==> src/rtl/alu_cmd_sequencer.sv <==
// Command front end for the N-bit arithmetic unit: accepts register-to-register
// commands, drives the unit for one EXEC cycle, writes the register file and returns a response.
module alu_cmd_sequencer #(
    parameter int N    = 4,
    parameter int REGS = 4,
    localparam int RW  = (REGS > 1) ? $clog2(REGS) : 1
) (
    input  logic          clk,
    input  logic          rst_n,
    input  logic          cmd_valid,
    output logic          cmd_ready,
    input  logic [2:0]    cmd_op,
    input  logic [RW-1:0] cmd_rd,
    input  logic [RW-1:0] cmd_ra,
    input  logic [RW-1:0] cmd_rb,
    input  logic          cmd_imm_en,
    input  logic [N-1:0]  cmd_imm,
    output logic [N-1:0]  alu_a,
    output logic [N-1:0]  alu_b,
    output logic [2:0]    alu_s,
    input  logic [N-1:0]  alu_out,
    input  logic          alu_cout,
    output logic          rsp_valid,
    input  logic          rsp_ready,
    output logic [N-1:0]  rsp_data,
    output logic [3:0]    rsp_flags
);

    // Handshakes: a transfer happens on a rising edge where valid and ready are both high.
    // cmd_ready is high only in IDLE; rsp_valid is high only in RESP, with data/flags frozen.
    typedef enum logic [1:0] {
        IDLE = 2'd0,
        EXEC = 2'd1,
        RESP = 2'd2
    } state_t;

    localparam logic [2:0] OP_ADD  = 3'b000;
    localparam logic [2:0] OP_LOAD = 3'b111;

    state_t        state_q;
    logic [2:0]    op_q;
    logic [RW-1:0] rd_q;
    logic [N-1:0]  imm_q;
    logic [N-1:0]  regs_q [REGS];
    logic          cmd_ready_q;
    logic          rsp_valid_q;
    logic [N-1:0]  rsp_data_q;
    logic [3:0]    rsp_flags_q;
    logic [N-1:0]  alu_a_q;
    logic [N-1:0]  alu_b_q;
    logic [2:0]    alu_s_q;

    logic          cmd_is_alu;
    logic [N-1:0]  operand_b_d;
    logic          op_illegal;
    logic [N-1:0]  result_d;
    logic [3:0]    flags_d;

    always_comb begin
        cmd_is_alu  = (cmd_op <= 3'd4);
        operand_b_d = cmd_imm_en ? cmd_imm : regs_q[cmd_rb];
        op_illegal  = (op_q == 3'b101) || (op_q == 3'b110);
        result_d    = '0;
        if (op_q <= 3'd4) begin
            result_d = alu_out;
        end else if (op_q == OP_LOAD) begin
            result_d = imm_q;
        end
        // Flags are {E, C, Nf, Z}; an illegal op reports only E.
        if (op_illegal) begin
            flags_d = 4'b1000;
        end else begin
            flags_d = {1'b0, (op_q == OP_ADD) && alu_cout, result_d[N-1], result_d == '0};
        end
    end

    always_ff @(posedge clk or negedge rst_n) begin
        if (!rst_n) begin
            state_q     <= IDLE;
            op_q        <= '0;
            rd_q        <= '0;
            imm_q       <= '0;
            cmd_ready_q <= 1'b1;
            rsp_valid_q <= 1'b0;
            rsp_data_q  <= '0;
            rsp_flags_q <= '0;
            alu_a_q     <= '0;
            alu_b_q     <= '0;
            alu_s_q     <= '0;
            for (int i = 0; i < REGS; i++) begin
                regs_q[i] <= '0;
            end
        end else begin
            case (state_q)
                IDLE: begin
                    if (cmd_valid) begin
                        op_q        <= cmd_op;
                        rd_q        <= cmd_rd;
                        imm_q       <= cmd_imm;
                        cmd_ready_q <= 1'b0;
                        // Operands are read now; no write can land before EXEC ends.
                        if (cmd_is_alu) begin
                            alu_a_q <= regs_q[cmd_ra];
                            alu_b_q <= operand_b_d;
                            alu_s_q <= cmd_op;
                        end
                        state_q <= EXEC;
                    end
                end
                EXEC: begin
                    rsp_data_q  <= result_d;
                    rsp_flags_q <= flags_d;
                    rsp_valid_q <= 1'b1;
                    if (!op_illegal) begin
                        regs_q[rd_q] <= result_d;
                    end
                    alu_a_q <= '0;
                    alu_b_q <= '0;
                    alu_s_q <= '0;
                    state_q <= RESP;
                end
                RESP: begin
                    if (rsp_ready) begin
                        rsp_valid_q <= 1'b0;
                        cmd_ready_q <= 1'b1;
                        state_q     <= IDLE;
                    end
                end
                default: begin
                    state_q <= IDLE;
                end
            endcase
        end
    end

    assign cmd_ready = cmd_ready_q;
    assign rsp_valid = rsp_valid_q;
    assign rsp_data  = rsp_data_q;
    assign rsp_flags = rsp_flags_q;
    assign alu_a     = alu_a_q;
    assign alu_b     = alu_b_q;
    assign alu_s     = alu_s_q;

endmodule

==> config.mk <==
export PLATFORM = sky130hd
export DESIGN_NAME = alu_cmd_sequencer
export DESIGN_NICKNAME = d
export VERILOG_FILES = /design/src/rtl/alu_cmd_sequencer.sv
export SDC_FILE = /design/constraint.sdc
export NUM_CORES = 1
export LEC_CHECK = 0
export BUFFER_PORTS_ARGS = -buffer_cell sky130_fd_sc_hd__clkbuf_2
export CORE_UTILIZATION = 35
export CTS_CLUSTER_DIAMETER = 80
export DETAILED_ROUTE_END_ITERATION = 12
export PLACE_DENSITY = 0.57
export SETUP_SLACK_MARGIN = 0.02
export SYNTH_ARGS = -nofsm -noshare
export SYNTH_HDL_FRONTEND = slang
export SYNTH_SLANG_ARGS = --single-unit
==> constraint.sdc <==
create_clock -name clk -period 3.1 [get_ports clk]
set_input_delay 0.465 -clock clk [delete_from_list [all_inputs] [get_ports clk]]
set_output_delay 0.465 -clock clk [all_outputs]
set_load 0.01 [all_outputs]
==> flow_summary.ini <==
[floorplanning]
die_h_um = 81.5
die_area_um2 = 6640
rows = 28
coreArea_um2 = 6030
io_pins = 44
die_w_um = 81.5
start_util_pct = 36.7

[synthesis]
syn_nets = 196
synth_ff_type = dfrtp_1
synth-edff-count = 0
yosysTopAreaCellShare_pct = 53.2
ys.warnings.count = 0
ys_ff_latch = 48
async_reset_ff_share_pct = 100
synth_most_common_cell = dfrtp_1
synth.largest_area_cell = dfrtp_1
synth_cells = 173
avgSynthCellArea_um2 = 12.8
synth_cell_types = 29
ys_seq_area_share_pct = 54.4
synthTopCellsByCount = 47 x dfrtp_1, 20 x mux2_2, 16 x nor2_1, 16 x o21ai_0, 13 x nand2_1
syn_area_um2 = 2210
synth_area_leaders = dfrtp_1 53%, mux2_2 10%, mux4_2 8.1%

[timing]
drv_slew = 0
timing.fmax_mhz = 472
rsz0062_at_grt = false
max_slew_margin_pct = 45.7
setup_tns_ns = 0
fin_crit_sh_pct = 68.3
min_period_ns = 2.12
finalClockSkew_ns = 0.0122
hold_viol_final = 0
setup_violations = 0
tightest_slew_ns = 0.811
fin_ws_ns = 0.983

[placed_design]
dpl.hpwl_mm = 3.82
io_buffers = 43
finalWeightedCongestion = 0.761
pre_cts_ws_ns = 1.01

[routing]
viasPerCell = 5.14
dr.pass1.iters = 4
drtAntennaViolNets = 0
highest_layer = met4
drtIter0Drc = 69
wl_per_cell_um = 16.9
drc = 0
wl_met3_um = 198
wl_met1_mm = 2.42
wl_met2_mm = 2.33
vias = 1521
wirelength_mm = 5.00

[layout]
multi_input_area_um2 = 976
syn2layout_area_growth_pct = 18.2
layout-drive-gt1-share_pct = 41.6
seqCellArea_um2 = 1200
n_fill_cell = 590
n_antenna_cell = 0
final_nets = 243
final_util_pct = 43.4

[critical_path]
worstPathMaxFanout = 13
endpoint_kind = register
max_stage_delay_ns = 0.53
slowest_stage = dfrtp_1
crit_path_start_kind = register
crit_chain = nand2b_1 > a21o_2 > nor3b_4 > mux2_2
worst-endpoint-arrival_ns = 2.30
required_ns = 3.29
path_class = reg2reg

[min_path]
min_path_type = in2async

[clock_tree]
cts.htree.levels = 2
post_cts_resized = 0
clock_latency_ns = 0.30
cts_setup_buffers = 0
clkTransAtPathRegs_ns = 0.09
cts-buffers-inserted = 5
cts_tree = built
hold_buffers = 0
cts_sinks = 48
root_buffer = clkbuf_8
clockBufferDepth = 2

[global_route]
grt_max_degree = 31
grt_use_total_pct = 16.6
grt_first_pass_wirelength_mm = 7.87
grt_pass1_vias = 1464
antenna_found_initial = 0
grt_overflow = 0

[run_status]
status = completed

[job]
max_cap_viol_count = 0

[power]
p_per_area_nw_per_um2 = 962
vdd_ir_drop_max_v = 0.000389
p_leak_uw = 0.00124
-- stage by stage --
stage	cells	instance area, µm²	power (µW)	hold WS (ns)
floorplan	173	2210	1800	0.169
global route	296	2610	2700	0.287
finish	296	2610	2520	0.223
detailed placement	288	2520	2150	0.476
global placement	288	2520	2120	0.464
CTS	296	2610	2540	0.252
-- state kept, by name, summed over array words and instances (netlist names), 2 cells and up --
name	cells
alu_a	4
rsp_data	4
rsp_flags	4
op_q	3
rd_q	2
alu_s	3
regs_q	16
state_q	2
alu_b	4
imm_q	4
-- worst paths after layout --
kind / from / endpoint / slack (ns) / cells after the start
max: state_q[1] / regs_q[9] / 0.98 / 4
min: rst_n / state_q[1] / 0.22 / 1
max reg2reg: state_q[1] / regs_q[9] / 0.98 / 4
min reg2reg: rsp_data[2] / rsp_data[2] / 0.49 / 2
max in group asynchronous: rst_n / alu_a[0] / 2.23 / 2
min in group clk: rsp_ready / state_q[1] / 0.41 / 2
-- cell type report --
cell class,instances,area share (%)
sequential,48,46.0
multi-input combinational,116,37.3
timing repair buffer,46,9.10
tap,75,3.59
clock buffer,6,3.16
inverter,3,0.431
clock inverter,2,0.383
-- critical path, delay by kind of cell, from the launching register on --
kind | cells | cell delay (ns)
simple gates | 2 | 0.75
mux | 1 | 0.37
flops | 1 | 0.53
compound gates | 1 | 0.34
-- metal layers --
layer | GRT usage (%) | up-vias
met1 | 23.5 | 754
met2 | 25.3 | 38
met4 | 5.89 | 0
met3 | 3.22 | 5
met5 | 0 | -
li1 | - | 724
-- kinds of logic after synthesis --
group	share of synthesized area, %
compound gates	10.7
mux	23.5
flops	54.4
simple gates	8.88
xor+xnor	0.735
buf+inv	1.75
-- where the power goes --
group	total, µW	internal [µW]	switching, µW
Clock	387	178	208
Sequential	1170	918	257
Combinational	954	473	481
Total	2520	1570	946
-- cell usage in the layout, fill, tap and decap left out, drive strengths merged --
cell type | Yosys | layout
dfstp | 1 | 1
nor2 | 16 | 16
nor3b | 3 | 3
a22o | 4 | 4
buf | 3 | 3
clkinv | 0 | 2
inv | 3 | 3
mux2i | 10 | 10
nand3b | 1 | 1
a2111oi | 1 | 1
and3 | 1 | 1
mux4 | 8 | 8
dfrtp | 47 | 47
a22oi | 3 | 3
nand2 | 13 | 13
nand4 | 1 | 1
a21o | 1 | 1
a21oi | 11 | 11
clkbuf | 3 | 49
xor2 | 1 | 1
nand3 | 3 | 3
nand2b | 1 | 1
mux2 | 21 | 21
o21ai | 17 | 17
No activity file was read; power rests on OpenSTA's default activity.
